### config.mk
export PLATFORM = sky130hd
export DESIGN_NAME = fht_stage_ctrl
export DESIGN_NICKNAME = d
export VERILOG_FILES = /design/src/rtl/fht_ctrl_pkg.sv /design/src/rtl/fht_delay_line.sv /design/src/rtl/fht_stage_ctrl.sv
export SDC_FILE = /design/constraint.sdc
export NUM_CORES = 1
export LEC_CHECK = 0
export ABC_CLOCK_PERIOD_IN_PS = 3100
export CAP_MARGIN = 30
export CORE_MARGIN = 3
export CORE_UTILIZATION = 40
export DETAILED_ROUTE_END_ITERATION = 7
export PLACE_DENSITY_LB_ADDON = 0.3
export SKIP_CTS_REPAIR_TIMING = 1
export SYNTH_ARGS = -nofsm -noshare
export SYNTH_HDL_FRONTEND = slang
export SYNTH_SLANG_ARGS = --single-unit
### constraint.sdc
create_clock -name iCLK -period 3.1 [get_ports iCLK]
set_input_delay 0.775 -clock iCLK [delete_from_list [all_inputs] [get_ports iCLK]]
set_output_delay 0.775 -clock iCLK [all_outputs]
set_load 0.01 [all_outputs]
### src/rtl/fht_ctrl_pkg.sv
// Shared definitions for the radix-4 FHT core: controller states and the
// transform-size derivations used by the sequencer, butterfly and RAM wrappers.
package fht_ctrl_pkg;

  typedef enum logic [2:0] {
    ST_IDLE,
    ST_READ,
    ST_DRAIN,
    ST_SWAP,
    ST_DONE
  } fht_state_t;

  localparam int FHT_N_DEFAULT = 1024;

  function automatic int clog4(input int n);
    int r;
    int v;
    r = 0;
    v = 1;
    while (v < n) begin
      v = v * 4;
      r = r + 1;
    end
    return r;
  endfunction

  function automatic int fht_n_bank(input int n);
    return n / 4;
  endfunction

  function automatic int fht_a_bit(input int n);
    return $clog2(n / 4);
  endfunction

  function automatic int fht_stages(input int n);
    return clog4(n);
  endfunction

endpackage

### src/rtl/fht_delay_line.sv
// Fixed-depth shift register that turns the read strobe/address into the
// write strobe/address once the butterfly pipeline has produced its result.
module fht_delay_line #(
  parameter int WIDTH = 1,
  parameter int DEPTH = 1
) (
  input  logic             iCLK,
  input  logic             iCLR,
  input  logic [WIDTH-1:0] iD,
  output logic [WIDTH-1:0] oQ
);

  logic [WIDTH-1:0] pipe_q [DEPTH];

  // NOTE: non-blocking assignments let every stage sample its predecessor's
  // old value, which is what makes this a shift register and not a wire.
  // NOTE: this array is cleared on purpose: a reset must flush pending writes
  // so no stale write enable escapes into the RAM banks.
  always_ff @(posedge iCLK) begin
    if (iCLR) begin
      for (int i = 0; i < DEPTH; i++) pipe_q[i] <= '0;
    end else begin
      pipe_q[0] <= iD;
      for (int i = 1; i < DEPTH; i++) pipe_q[i] <= pipe_q[i-1];
    end
  end

  assign oQ = pipe_q[DEPTH-1];

endmodule

### src/rtl/fht_stage_ctrl.sv
// Stage sequencer for the radix-4 FHT: walks every butterfly stage over the
// ping-pong banks, producing read/twiddle/write addressing and the ADC grant.
module fht_stage_ctrl
  import fht_ctrl_pkg::*;
#(
  parameter int N      = FHT_N_DEFAULT,
  parameter int BF_LAT = 4
) (
  input  logic                        iCLK,
  input  logic                        iRESET,
  input  logic                        iSTART,
  output logic                        oBUSY,
  output logic                        oRDY,
  output logic [2:0]                  oSTAGE,
  output logic                        oRAM_SEL,
  output logic                        oRD_EN,
  output logic [fht_a_bit(N)-1:0]     oADDR_RD,
  output logic [fht_a_bit(N)-1:0]     oTW_IDX,
  output logic                        oWE,
  output logic [fht_a_bit(N)-1:0]     oADDR_WR,
  output logic                        oEXT_GRANT
);

  localparam int N_BANK = fht_n_bank(N);
  localparam int A_BIT  = fht_a_bit(N);
  localparam int STAGES = fht_stages(N);
  localparam int D_W    = $clog2(BF_LAT + 1);

  fht_state_t       state_q, state_d;
  logic [A_BIT-1:0] cnt_q, cnt_d;
  logic [D_W-1:0]   drain_q, drain_d;
  logic [2:0]       stage_q, stage_d;
  logic             sel_q, sel_d;
  logic             rd_en_q, rd_en_d;
  logic [A_BIT-1:0] addr_rd_q, addr_rd_d;
  logic [A_BIT-1:0] tw_q, tw_d;
  logic             busy_q, rdy_q, grant_q;

  // Twiddle index = (cnt mod 4^s) scaled up to the full-length ROM spacing.
  function automatic logic [A_BIT-1:0] tw_index(input logic [A_BIT-1:0] c,
                                                input logic [2:0]       s);
    logic [A_BIT:0] lim;
    lim = (A_BIT+1)'(1) << (2 * s);
    return (c & A_BIT'(lim - (A_BIT+1)'(1))) << (2 * (STAGES - 1 - int'(s)));
  endfunction

  // NOTE: every variable gets its hold value first so no path leaves it
  // unassigned; otherwise synthesis would infer latches.
  always_comb begin
    state_d = state_q;
    cnt_d   = cnt_q;
    drain_d = drain_q;
    stage_d = stage_q;
    sel_d   = sel_q;
    unique case (state_q)
      ST_IDLE: if (iSTART) begin
        state_d = ST_READ;
        cnt_d   = '0;
        stage_d = '0;
        sel_d   = 1'b0;
      end
      ST_READ: begin
        cnt_d = cnt_q + A_BIT'(1);
        if (cnt_q == A_BIT'(N_BANK - 1)) begin
          state_d = ST_DRAIN;
          drain_d = '0;
        end
      end
      ST_DRAIN: begin
        drain_d = drain_q + D_W'(1);
        if (drain_q == D_W'(BF_LAT - 1)) state_d = ST_SWAP;
      end
      ST_SWAP: begin
        // The final swap flips too, so the read side ends up on the result bank.
        sel_d = ~sel_q;
        if (stage_q == 3'(STAGES - 1)) begin
          state_d = ST_DONE;
        end else begin
          stage_d = stage_q + 3'd1;
          cnt_d   = '0;
          state_d = ST_READ;
        end
      end
      ST_DONE: state_d = ST_IDLE;
      default: state_d = ST_IDLE;
    endcase

    rd_en_d   = (state_d == ST_READ);
    addr_rd_d = rd_en_d ? cnt_d : '0;
    tw_d      = rd_en_d ? tw_index(cnt_d, stage_d) : '0;
  end

  always_ff @(posedge iCLK) begin
    if (iRESET) begin
      state_q   <= ST_IDLE;
      cnt_q     <= '0;
      drain_q   <= '0;
      stage_q   <= '0;
      sel_q     <= 1'b0;
      rd_en_q   <= 1'b0;
      addr_rd_q <= '0;
      tw_q      <= '0;
      busy_q    <= 1'b0;
      rdy_q     <= 1'b0;
      grant_q   <= 1'b1;
    end else begin
      state_q   <= state_d;
      cnt_q     <= cnt_d;
      drain_q   <= drain_d;
      stage_q   <= stage_d;
      sel_q     <= sel_d;
      rd_en_q   <= rd_en_d;
      addr_rd_q <= addr_rd_d;
      tw_q      <= tw_d;
      busy_q    <= (state_d != ST_IDLE);
      rdy_q     <= (state_d == ST_DONE);
      grant_q   <= (state_d == ST_IDLE);
    end
  end

  fht_delay_line #(
    .WIDTH(A_BIT + 1),
    .DEPTH(BF_LAT)
  ) u_wr_delay (
    .iCLK(iCLK),
    .iCLR(iRESET),
    .iD  ({rd_en_q, addr_rd_q}),
    .oQ  ({oWE, oADDR_WR})
  );

  assign oBUSY      = busy_q;
  assign oRDY       = rdy_q;
  assign oSTAGE     = stage_q;
  assign oRAM_SEL   = sel_q;
  assign oRD_EN     = rd_en_q;
  assign oADDR_RD   = addr_rd_q;
  assign oTW_IDX    = tw_q;
  assign oEXT_GRANT = grant_q;

endmodule

==> impl_results.md <==
* Area occupied by multi-input gates at 1191 um2
* Syn_nets at 296
* Post-Route Setup TNS at 0 ns
* N_diodes at 0
* Final wirelength at 5403 um
* Final worst slack at 0.3093 ns
* Hold Path Class: reg2reg
* Post-synth top area cell: dfxtp_1
* Worst Hold Launch: u_wr_delay.pipe_q[0][0]
* Final setup viols at 0
* DIE WIDTH at 89.37 um
* Congestion Overflow GR at 0
* CTS tree: built
* Final core utilization at 53.89%
* Slew headroom at 63.54%
* Complex-gate fraction of the synthesized area at 11.75%
* Final min period at 2.791 ns
* DP Wirelength at 3638 um
* Pleak at 1.377 nW
* Metal3 WL at 330 um
* Register bit total from synthesis at 74
* Area contributors post-synth: dfxtp_1, nor2b_1, nor2_1
* CTS H-tree depth at 3
* Clock-pin slew on the worst setup and hold paths at 0.09 ns
* First-pass DRT Iterations at 4
* Largest family of logic cells by synthesized area: simple AND/OR/NAND/NOR gates
* Antenna Nets Post-Route at 0
* XOR/XNOR Fraction of Synth Area at 0.6301%
* CP Capture Type: flip-flop
* Io pins at 36
* DR vias at 2099
* Critical Path Start: iSTART
* CTS Sinks at 74
* Final Total Pwr at 1.736 mW
* Finished Cell Area at 3520 um2
* Data arrival time of the worst path at 3.08 ns
* IO Port Bufs at 35
* Power Dens Cells at 493.3 nW/um2
* Fin cells at 420
* Number of flops mapped to enable cells by yosys at 0
* Register area share after synthesis at 53.29%
* Share of cells above drive strength 1 at 16.91%
* Post-DP Area at 3319 um2
* CP required at 3.39 ns
* Period utilization at 90.02%
* Area of the core at 6531 um2
* CTS Buf Count at 9
* Clk_lat worst skew at 0.35 ns
* RSZ-0062 raised after global routing: no
* Syn Std Cell Area at 2780 um2
* Initial DRC count at 117
* Post-Syn Instances at 283
* Routed len/inst at 12.86 um
* Number of synthesis warnings at 0
* Tot GR Track Use at 15.02%
* Worst Path Class, Setup: in2reg
* Initial Utilization at 42.57%
* Drt via density at 4.998
* CP Max Fanout at 4
* First-pass GRT wire length at 9087 um
* Simple-Gate Fraction of Synth Area at 24.39%
* Count of final hold-check violations at 0
* Vias in the first global route at 1966
* Asr flop ratio synth at 0%
* Main synth FF type: dfxtp_1
* Area growth, synth to finish at 26.60%
* Status: complete, no violations
* Longest Clk Path Bufs at 2
* Largest net degree at the start of global routing at 57
* Hold_ws at 0.4341 ns
* Top Layer Used: met4
* Final Max Tran Viols at 0
* Most common library cells after synthesis: dfxtp_1, nor2_1, nor2b_1
* Inst Count DP at 404
* Max Cap Viol at 0
* Adder-Cell Fraction of Synth Area at 4.500%
* Clk_skew at 0.01013 ns
* CP startpoint kind: input port
* Routability congestion estimate at 0.8963
* DR DRC count at 0
* Cell variety after synth at 55
* Sequential cell area at 1481 um2
* Post-synthesis mux area share at 1.080%
* Initial antenna violation count at 0
* Syn_area_per_cell at 9.824 um2
* Max Fclk at 358.3 MHz
* Die height at 89.37 um
* DRT met1 WL at 2522 um
* Most frequent cell after synthesis: dfxtp_1
* Rows at 29
* Worst-Margin Slew at 0.5470 ns
* Root Driver: clkbuf_8
* Worst vdd ir at 0.2029 mV
* NumNets Final at 351
* Worst reg2reg startpoint: oSTAGE[0]
* Fill cells at 614
* Total die area at 7987 um2
* Yosys top cell area share at 53.29%
* DP Worst Slack at -0.4451 ns
* Met2 wire length at 2439 um
area by class of cell:
class / instances / share of cell area, %
clock buffer: 9 / 3.519
clock inverter: 7 / 1.706
inverter: 15 / 1.742
multi-input combinational: 182 / 33.84
sequential: 74 / 42.09
tap: 77 / 2.737
timing repair buffer: 56 / 14.36
worst paths after layout:
kind                        endpoint  slack, ns  depth (start not counted)
max                       oTW_IDX[2]       0.31                         13
min          u_wr_delay.pipe_q[1][0]       0.43                          1
max reg2reg               oTW_IDX[2]       0.34                         15
min reg2reg  u_wr_delay.pipe_q[1][0]       0.43                          1
kinds of logic (layout without fill, tap and decap cells):
family,after synthesis,after routing
adder cells (fa/ha/maj),10,10
flip-flops,74,74
AO/OA/AOI/OAI,43,43
multiplexers,3,3
XOR/XNOR,2,2
buffers and inverters,27,87
AND/OR/NAND/NOR,124,124
state kept, by name, summed over array words and instances (netlist names):
| name | cells |
|---|---|
| cnt_q | 8 |
| drain_q | 3 |
| oADDR_RD | 8 |
| oBUSY | 1 |
| oEXT_GRANT | 1 |
| oRAM_SEL | 1 |
| oRDY | 1 |
| oRD_EN | 1 |
| oSTAGE | 3 |
| oTW_IDX | 8 |
| state_q | 3 |
| u_wr_delay.pipe_q | 36 |
where the power goes:
group | total, mW | internal, mW | switching, mW
clock | 0.696 | 0.304 | 0.392
sequential | 0.966 | 0.959 | 0.00672
combinational | 0.0747 | 0.0299 | 0.0449
total | 1.74 | 1.29 | 0.443
layout by cell type (no fill, tap or decap), types with 8 or more instances in the layout:
cell,netlist,layout
buf_4,1,21
nor2b_1,38,38
clkdlybuf4s50_1,0,33
clkbuf_8,0,9
dfxtp_1,74,74
nor2_1,40,40
inv_1,11,11
a21oi_1,10,9
nor3_1,11,11
ha_1,10,8
worst max-delay path, stage by stage:
cell            delay [ns]
dlymetal6s2s_1        0.11
or3b_4                0.42
a21oi_2               0.13
a311o_2               0.14
ha_2                  0.17
ha_2                  0.16
inv_1                 0.05
ha_1                  0.27
or2_2                 0.31
a211oi_2              0.24
a21oi_2               0.07
buf_4                 0.14
nor2_1                0.09
routing by layer:
layer	track usage, %	up-vias
met5	0	-
met4	7.307	0
met1	18.91	949
met2	23.17	72
li1	-	1067
met3	4.885	11
Note: power is estimated with default switching activity, not from simulation.
